$ cat src/rtl/seg14_scroll_mux_pkg.sv
// Shared character codes and 14-segment glyph constants for the scrolling multiplexer.
// Glyph bit order, MSB first: a b c d e f g1 g2 h i j k l m.
package seg14_scroll_mux_pkg;

  localparam logic [5:0] CH_SPACE = 6'd0;
  localparam logic [5:0] CH_E     = 6'd5;
  localparam logic [5:0] CH_H     = 6'd8;
  localparam logic [5:0] CH_I     = 6'd9;
  localparam logic [5:0] CH_K     = 6'd11;
  localparam logic [5:0] CH_O     = 6'd15;
  localparam logic [5:0] CH_T     = 6'd20;
  localparam logic [5:0] CH_2     = 6'd29;

  localparam logic [13:0] GLYPH_SPACE = 14'b000000_00_000000;
  localparam logic [13:0] GLYPH_H     = 14'b011011_11_000000;
  localparam logic [13:0] GLYPH_E     = 14'b100111_10_000000;
  localparam logic [13:0] GLYPH_I     = 14'b100100_00_010010;
  localparam logic [13:0] GLYPH_K     = 14'b000011_10_001100;
  localparam logic [13:0] GLYPH_T     = 14'b100000_00_010010;
  localparam logic [13:0] GLYPH_O     = 14'b111111_00_000000;
  localparam logic [13:0] GLYPH_2     = 14'b110110_11_000000;

endpackage

$ cat src/rtl/seg14_scroll_mux_if.sv
// Control, message-write and display-output bundle between user logic and the multiplexer.
interface seg14_scroll_mux_if #(
  parameter int NUM_DIGITS = 12,
  parameter int MSG_DEPTH  = 32,
  parameter int PRESC_W    = 16,
  parameter int SCROLL_W   = 8
);
  localparam int AW = $clog2(MSG_DEPTH);

  logic                  en;
  logic                  wr_en;
  logic [AW-1:0]         wr_addr;
  logic [5:0]            wr_char;
  logic [AW:0]           msg_len;
  logic [PRESC_W-1:0]    digit_div;
  logic                  scroll_en;
  logic [SCROLL_W-1:0]   scroll_div;
  logic [NUM_DIGITS-1:0] sel;
  logic [13:0]           segm;
  logic                  frame_tick;

  modport master (
    output en, wr_en, wr_addr, wr_char, msg_len, digit_div, scroll_en, scroll_div,
    input  sel, segm, frame_tick
  );

  modport slave (
    input  en, wr_en, wr_addr, wr_char, msg_len, digit_div, scroll_en, scroll_div,
    output sel, segm, frame_tick
  );

endinterface

$ cat src/rtl/seg14_scroll_mux_font.sv
// Character code to 14-segment glyph lookup; codes 1..26 are A..Z, 27..36 are 0..9.
module seg14_scroll_mux_font
  import seg14_scroll_mux_pkg::*;
(
  input  logic [5:0]  code,
  output logic [13:0] glyph
);

  always_comb begin
    glyph = GLYPH_SPACE;
    case (code)
      CH_SPACE: glyph = GLYPH_SPACE;
      6'd1:     glyph = 14'b111011_11_000000;
      6'd2:     glyph = 14'b111100_01_010010;
      6'd3:     glyph = 14'b100111_00_000000;
      6'd4:     glyph = 14'b111100_00_010010;
      CH_E:     glyph = GLYPH_E;
      6'd6:     glyph = 14'b100011_10_000000;
      6'd7:     glyph = 14'b101111_01_000000;
      CH_H:     glyph = GLYPH_H;
      CH_I:     glyph = GLYPH_I;
      6'd10:    glyph = 14'b011110_00_000000;
      CH_K:     glyph = GLYPH_K;
      6'd12:    glyph = 14'b000111_00_000000;
      6'd13:    glyph = 14'b011011_00_101000;
      6'd14:    glyph = 14'b011011_00_100100;
      CH_O:     glyph = GLYPH_O;
      6'd16:    glyph = 14'b110011_11_000000;
      6'd17:    glyph = 14'b111111_00_000100;
      6'd18:    glyph = 14'b110011_11_000100;
      6'd19:    glyph = 14'b101101_11_000000;
      CH_T:     glyph = GLYPH_T;
      6'd21:    glyph = 14'b011111_00_000000;
      6'd22:    glyph = 14'b000011_00_001001;
      6'd23:    glyph = 14'b011011_00_000101;
      6'd24:    glyph = 14'b000000_00_101101;
      6'd25:    glyph = 14'b000000_00_101010;
      6'd26:    glyph = 14'b100100_00_001001;
      6'd27:    glyph = 14'b111111_00_001001;
      6'd28:    glyph = 14'b011000_00_001000;
      CH_2:     glyph = GLYPH_2;
      6'd30:    glyph = 14'b111100_11_000000;
      6'd31:    glyph = 14'b011001_11_000000;
      6'd32:    glyph = 14'b101101_11_000000;
      6'd33:    glyph = 14'b101111_11_000000;
      6'd34:    glyph = 14'b111000_00_000000;
      6'd35:    glyph = 14'b111111_11_000000;
      6'd36:    glyph = 14'b111101_11_000000;
      default:  glyph = GLYPH_SPACE;
    endcase
  end

endmodule

$ cat src/rtl/seg14_scroll_mux.sv
// Time-multiplexed 14-segment driver: writable message buffer, digit prescaler,
// per-frame length latch and optional right-to-left scrolling. Outputs lag state by one cycle.
module seg14_scroll_mux
  import seg14_scroll_mux_pkg::*;
#(
  parameter int NUM_DIGITS = 12,
  parameter int MSG_DEPTH  = 32,
  parameter int PRESC_W    = 16,
  parameter int SCROLL_W   = 8
) (
  input logic               clk,
  input logic               rst,
  seg14_scroll_mux_if.slave bus
);

  localparam int AW = $clog2(MSG_DEPTH);
  localparam int LW = AW + 1;
  localparam int DW = (NUM_DIGITS > 1) ? $clog2(NUM_DIGITS) : 1;
  localparam logic [DW-1:0] LAST_DIGIT = DW'(NUM_DIGITS - 1);
  localparam logic [LW-1:0] DEPTH_LEN  = LW'(MSG_DEPTH);

  logic [PRESC_W-1:0]    presc_q, presc_d;
  logic [DW-1:0]         digit_idx_q, digit_idx_d;
  logic [AW-1:0]         char_ptr_q, char_ptr_d;
  logic [AW-1:0]         scroll_ptr_q, scroll_ptr_d;
  logic [SCROLL_W-1:0]   frame_cnt_q, frame_cnt_d;
  logic [LW-1:0]         len_q, len_d;
  logic [5:0]            msg_q [MSG_DEPTH];
  logic [5:0]            msg_d [MSG_DEPTH];
  logic [NUM_DIGITS-1:0] sel_q, sel_d;
  logic [13:0]           segm_q, segm_d;
  logic                  frame_tick_q, frame_tick_d;

  logic                  tick, frame_end, scroll_step;
  logic [LW-1:0]         len_clamped, frame_len, sp_next, char_next;
  logic [13:0]           glyph;

  seg14_scroll_mux_font u_font (
    .code  (msg_q[char_ptr_q]),
    .glyph (glyph)
  );

  always_comb begin
    len_clamped = (bus.msg_len > DEPTH_LEN) ? DEPTH_LEN : bus.msg_len;
    tick        = bus.en && (presc_q >= bus.digit_div);
    frame_end   = tick && (digit_idx_q == LAST_DIGIT);
    scroll_step = frame_end && bus.scroll_en && (frame_cnt_q == bus.scroll_div);
    // Length for the frame about to start; the scroll pointer wraps against it.
    frame_len   = frame_end ? len_clamped : len_q;
    sp_next     = {1'b0, scroll_ptr_q} + LW'(scroll_step);
    char_next   = {1'b0, char_ptr_q} + LW'(1);

    presc_d      = presc_q;
    digit_idx_d  = digit_idx_q;
    char_ptr_d   = char_ptr_q;
    scroll_ptr_d = scroll_ptr_q;
    frame_cnt_d  = frame_cnt_q;
    len_d        = frame_len;

    if (bus.en) begin
      presc_d = tick ? '0 : presc_q + PRESC_W'(1);
    end

    if (frame_end) begin
      scroll_ptr_d = (sp_next >= frame_len) ? '0 : sp_next[AW-1:0];
      if (bus.scroll_en) begin
        frame_cnt_d = scroll_step ? '0 : frame_cnt_q + SCROLL_W'(1);
      end
      digit_idx_d = '0;
      char_ptr_d  = scroll_ptr_d;
    end else if (tick) begin
      digit_idx_d = digit_idx_q + DW'(1);
      char_ptr_d  = (char_next >= len_q) ? '0 : char_next[AW-1:0];
    end

    msg_d = msg_q;
    if (bus.wr_en) begin
      msg_d[bus.wr_addr] = bus.wr_char;
    end

    sel_d        = bus.en ? (NUM_DIGITS'(1) << digit_idx_q) : '0;
    segm_d       = ((len_q == '0) || !bus.en) ? '0 : glyph;
    frame_tick_d = frame_end;
  end

  // Length keeps tracking msg_len while held in reset so the first frame uses the value at release.
  always_ff @(posedge clk) begin
    if (rst) begin
      presc_q      <= '0;
      digit_idx_q  <= '0;
      char_ptr_q   <= '0;
      scroll_ptr_q <= '0;
      frame_cnt_q  <= '0;
      len_q        <= len_clamped;
      for (int i = 0; i < MSG_DEPTH; i++) begin
        msg_q[i] <= '0;
      end
      sel_q        <= '0;
      segm_q       <= '0;
      frame_tick_q <= 1'b0;
    end else begin
      presc_q      <= presc_d;
      digit_idx_q  <= digit_idx_d;
      char_ptr_q   <= char_ptr_d;
      scroll_ptr_q <= scroll_ptr_d;
      frame_cnt_q  <= frame_cnt_d;
      len_q        <= len_d;
      msg_q        <= msg_d;
      sel_q        <= sel_d;
      segm_q       <= segm_d;
      frame_tick_q <= frame_tick_d;
    end
  end

  assign bus.sel        = sel_q;
  assign bus.segm       = segm_q;
  assign bus.frame_tick = frame_tick_q;

endmodule
$ cat src/flat_wrapper.sv
// flat-port wrapper written by rule: the top's interface ports become plain ports
module seg14_scroll_mux_flat import seg14_scroll_mux_pkg::*;
#(
  parameter int NUM_DIGITS = 12,
  parameter int MSG_DEPTH  = 32,
  parameter int PRESC_W    = 16,
  parameter int SCROLL_W   = 8
)
  (clk, rst, bus_en, bus_wr_en, bus_wr_addr, bus_wr_char, bus_msg_len, bus_digit_div, bus_scroll_en, bus_scroll_div, bus_sel, bus_segm, bus_frame_tick);
  seg14_scroll_mux_if #(.NUM_DIGITS(NUM_DIGITS), .MSG_DEPTH(MSG_DEPTH), .PRESC_W(PRESC_W), .SCROLL_W(SCROLL_W)) bus_i ();
  input logic clk;
  input logic rst;
  input wire logic [$bits(bus_i.en)-1:0] bus_en;
  input wire logic [$bits(bus_i.wr_en)-1:0] bus_wr_en;
  input wire logic [$bits(bus_i.wr_addr)-1:0] bus_wr_addr;
  input wire logic [$bits(bus_i.wr_char)-1:0] bus_wr_char;
  input wire logic [$bits(bus_i.msg_len)-1:0] bus_msg_len;
  input wire logic [$bits(bus_i.digit_div)-1:0] bus_digit_div;
  input wire logic [$bits(bus_i.scroll_en)-1:0] bus_scroll_en;
  input wire logic [$bits(bus_i.scroll_div)-1:0] bus_scroll_div;
  output wire logic [$bits(bus_i.sel)-1:0] bus_sel;
  output wire logic [$bits(bus_i.segm)-1:0] bus_segm;
  output wire logic [$bits(bus_i.frame_tick)-1:0] bus_frame_tick;
  assign bus_i.en = bus_en;
  assign bus_i.wr_en = bus_wr_en;
  assign bus_i.wr_addr = bus_wr_addr;
  assign bus_i.wr_char = bus_wr_char;
  assign bus_i.msg_len = bus_msg_len;
  assign bus_i.digit_div = bus_digit_div;
  assign bus_i.scroll_en = bus_scroll_en;
  assign bus_i.scroll_div = bus_scroll_div;
  assign bus_sel = bus_i.sel;
  assign bus_segm = bus_i.segm;
  assign bus_frame_tick = bus_i.frame_tick;
  seg14_scroll_mux #(.NUM_DIGITS(NUM_DIGITS), .MSG_DEPTH(MSG_DEPTH), .PRESC_W(PRESC_W), .SCROLL_W(SCROLL_W)) u_core (.clk(clk), .rst(rst), .bus(bus_i));
endmodule
$ cat config.mk
export PLATFORM = sky130hd
export DESIGN_NAME = seg14_scroll_mux_flat
export DESIGN_NICKNAME = d
export VERILOG_FILES = /design/src/rtl/seg14_scroll_mux_pkg.sv /design/src/rtl/seg14_scroll_mux_if.sv /design/src/rtl/seg14_scroll_mux_font.sv /design/src/rtl/seg14_scroll_mux.sv /design/src/flat_wrapper.sv
export SDC_FILE = /design/constraint.sdc
export NUM_CORES = 1
export LEC_CHECK = 0
export CELL_PAD_IN_SITES_DETAIL_PLACEMENT = 1
export CELL_PAD_IN_SITES_GLOBAL_PLACEMENT = 1
export CORE_MARGIN = 2
export CORE_UTILIZATION = 50
export DETAILED_ROUTE_END_ITERATION = 16
export DONT_BUFFER_PORTS = 1
export PLACE_DENSITY = 0.78
export SLEW_MARGIN = 20
export SYNTH_ARGS = -nofsm -noshare
export SYNTH_HDL_FRONTEND = slang
export SYNTH_SLANG_ARGS = --single-unit
$ cat constraint.sdc
create_clock -name clk -period 14.49 [get_ports clk]
set_input_delay 2.898 -clock clk [delete_from_list [all_inputs] [get_ports clk]]
set_output_delay 2.898 -clock clk [all_outputs]
set_load 0.02 [all_outputs]
==> impl_metrics.yaml <==
global_routing:
  met1_usage: 0.344
  grt_max_degree: 209
  gr-total-overflow: 0
  antenna_found_initial: 0
  grt_first_pass_wirelength_um: 58900
  gr-max-usage-layer: "met2"
  grt_use_met2: 0.477
  grt_use_met3: 0.0392
  first_global_vias: 10900
  grtUsageTotal: 0.272
critical_path:
  r2r-start: "u_core.presc_q[9]$_SDFFE_PP0P_"
  cp_max_fo: 36
  crit_required_ps: 14950
  cp.depth: 19
  end_kind: "flop"
  worst-setup-path-type: "in -> reg"
  endpoint: "u_core.char_ptr_q[4]$_SDFFE_PP0P_"
  worst_ep_arrival_time_ps: 7280
  r2r_end: "u_core.char_ptr_q[4]$_SDFFE_PP0P_"
  cp_slowest_cell: "or4b_1"
  r2r_slack_ps: 9620
  start_kind: "input port"
  critPathMaxStageDelay_ps: 580
  path_cells: "inv_1, ha_1, a21o_1, a21o_1, a21oi_1, o21ai_0, a31oi_1, o21a_1, buf_4, nor2_1, mux2_2, ha_1, nand2b_1, a21o_1, a21o_1, a211oi_1, o21bai_1, or4b_1, a311oi_1"
  cp_top_family: "compound AO/OA/AOI/OAI gates"
  cpMostUsedCell: "a21o_1"
  critPathBufInv: 2
  reg2reg_depth: 18
  crit_start: "bus_digit_div[9]"
placement:
  dpl.hpwl_um: 23700
  io_buffers: 0
  place_area_um2: 13100
  gp_congestion: 0.853
  dpl.cell_count: 1675
final_layout:
  drive_gt1_frac: 0.0890
  stdcell_count: 1729
  finalInstanceArea_um2: 14100
  final_cell_mix: "dfxtp_1 (261), nor2_1 (172), mux2i_1 (158)"
  final_util: 0.544
  final_common_cell: "dfxtp_1"
  area_growth_syn_to_layout_pct: 8.05
  nets: 1462
  insertedDiodeCount: 0
logic_synthesis:
  ys_top_cells_by_area: "dfxtp_1 (40%), mux2i_1 (12%), nor2_1 (5.0%)"
  async_reset_ff_frac: 0
  syn-cell-area_um2: 13000
  yosysWarnings: 0
  ys_ff_latch: 263
  synth_edf_count: 0
  yosysUniqueCellTypes: 74
  syn_inst: 1429
  synth.largest_area_cell: "dfxtp_1"
  syn-mean-instance-area_um2: 9.11
  synth_nets: 1519
  synthFlopType: "dfxtp_1"
  ys_seq_area_frac: 0.404
  synth_top_area_frac: 0.404
clocking:
  cts_tree: "yes"
  worstSkewPairLatency_ps: 560
  cts_buffer_depth: 3
  numCtsBuffers: 30
  ctsResizeCount: 0
  cts_max_level: 1
  clock-root-buffer: "clkbuf_16"
  cts.sink_count: 263
  clkTransAtPathRegs_ps: 60
  cts_hold_buf: 0
  cts_setup_buffers: 0
floorplan:
  dieArea_um2: 27300
  rows: 59
  fp.dieW_um: 165
  die_h_um: 165
  ios: 73
  core_um2: 25800
  start_util: 0.504
detailed_routing:
  vias_per_cell: 6.09
  drc_errors: 0
  drt_pass1_iterations: 5
  vias: 10500
  drtIter0Drc: 726
  wl_per_cell_um: 21.3
  ant_nets: 0
  wl_um: 36900
timing:
  hold_viol_final: 0
  fin_skew_ps: 13.8
  worst_hold_slack_ps: 454
  min_period_over_period: 0.471
  slew-limit-headroom: 0.420
  max_freq_ghz: 0.147
  worst_pin_slew_ps: 864
  setup_viol: 0
  setup_tns_ps: 0
  rsz0062_at_grt: "no"
  slew_viol_final: 0
  fin_crit_ps: 6820
power:
  ir_drop_v: 0.0000906
  power.leakage_nw: 4.98
  p_per_area_nw_per_um2: 109
hold_path:
  hold_class: "reg -> reg"
  hp-start: "u_core.msg_q[142]$_SDFFE_PP0P_"
outcome:
  status: "finished, final reports clean"
flow_run:
  maxCapViolCount: 0
## cell usage after synthesis, types with 9 or more instances
cell and n:
a21o_1 9, nor3_1 10, nor2b_1 13, and2_1 14
o22ai_1 12, dfxtp_1 263, mux2i_1 158, ha_1 44
inv_1 35, mux4_2 28, xor2_1 15, xnor2_1 17
nor2_1 173, clkbuf_1 78, nand4_1 9, nand3_1 112
nand2_1 122, a21oi_1 128, a22oi_1 13, o21ai_0 23
## state kept, by name (all words and copies together) (netlist names)
| register | cells |
|---|---|
| u_core.msg_q | 192 |
| u_core.presc_q | 16 |
| u_core.bus.segm | 14 |
| u_core.bus.sel | 12 |
| u_core.frame_cnt_q | 8 |
| u_core.len_q | 6 |
| u_core.char_ptr_q | 5 |
| u_core.scroll_ptr_q | 5 |
| u_core.digit_idx_q | 4 |
| u_core.bus.frame_tick | 1 |
## where the power goes
part / total, mW / internal, mW / switching [mW]
logic: 0.0506 / 0.0202 / 0.0304
clock network: 0.751 / 0.447 / 0.304
registers: 0.734 / 0.730 / 0.00491
## final cells by class
| cell class | instances | area, um^2 |
|---|---|---|
| flip-flops and latches | 263 | 5270 |
| fillers | 2969 | 11800 |
| multi-input cells | 1024 | 7140 |
| well taps | 335 | 419 |
| clock buffers | 47 | 916 |
| inverters | 37 | 139 |
| repair buffers | 16 | 120 |
| clock inverters | 7 | 62.6 |
## worst min path at each step
stage	end	depth (start not counted)
after floorplan	u_core.msg_q[168]$_SDFFE_PP0P_	2
after global placement	u_core.msg_q[189]$_SDFFE_PP0P_	2
after detailed placement	u_core.msg_q[170]$_SDFFE_PP0P_	2
after CTS	u_core.msg_q[170]$_SDFFE_PP0P_	2
after global routing	u_core.msg_q[144]$_SDFFE_PP0P_	2
final	u_core.msg_q[142]$_SDFFE_PP0P_	2
## kinds of logic (layout without fill, tap and decap cells)
logic type,count (synthesis),after routing,share of synthesized area
buffers and inverters,142,107,0.0496
adder cells (fa/ha/maj),44,44,0.0423
XOR/XNOR,32,32,0.0215
flip-flops,263,263,0.404
multiplexers,201,201,0.191
AO/OA/AOI/OAI,230,230,0.104
AND/OR/NAND/NOR,517,517,0.188
## per-stage QoR
step	power, mW	setup WS [ps]
detailed placement	0.801	7240
global route	1.58	7410
CTS	1.55	7710
global placement	0.797	7470
floorplan	0.801	7730
finish	1.54	7670
## worst reg2reg max path: cells and delay by family, from the launching register on
family                     cells  cell delay [ps]
AOI/OAI and AO/OA             11             2180
muxes                          1              330
adders and majority gates      2              560
buffers and inverters          1              320
and+or+nand+nor                3              940
DFF                            1              430
## per-layer routing
| layer | vias up | wire length, um |
|---|---|---|
| li1 | 4922 | - |
| met1 | 5273 | 15800 |
| met2 | 265 | 18100 |
| met4 | 0 | 1110 |
| met3 | 78 | 1810 |
| met5 | - | 0 |
Note: power is estimated with default switching activity, not from simulation.
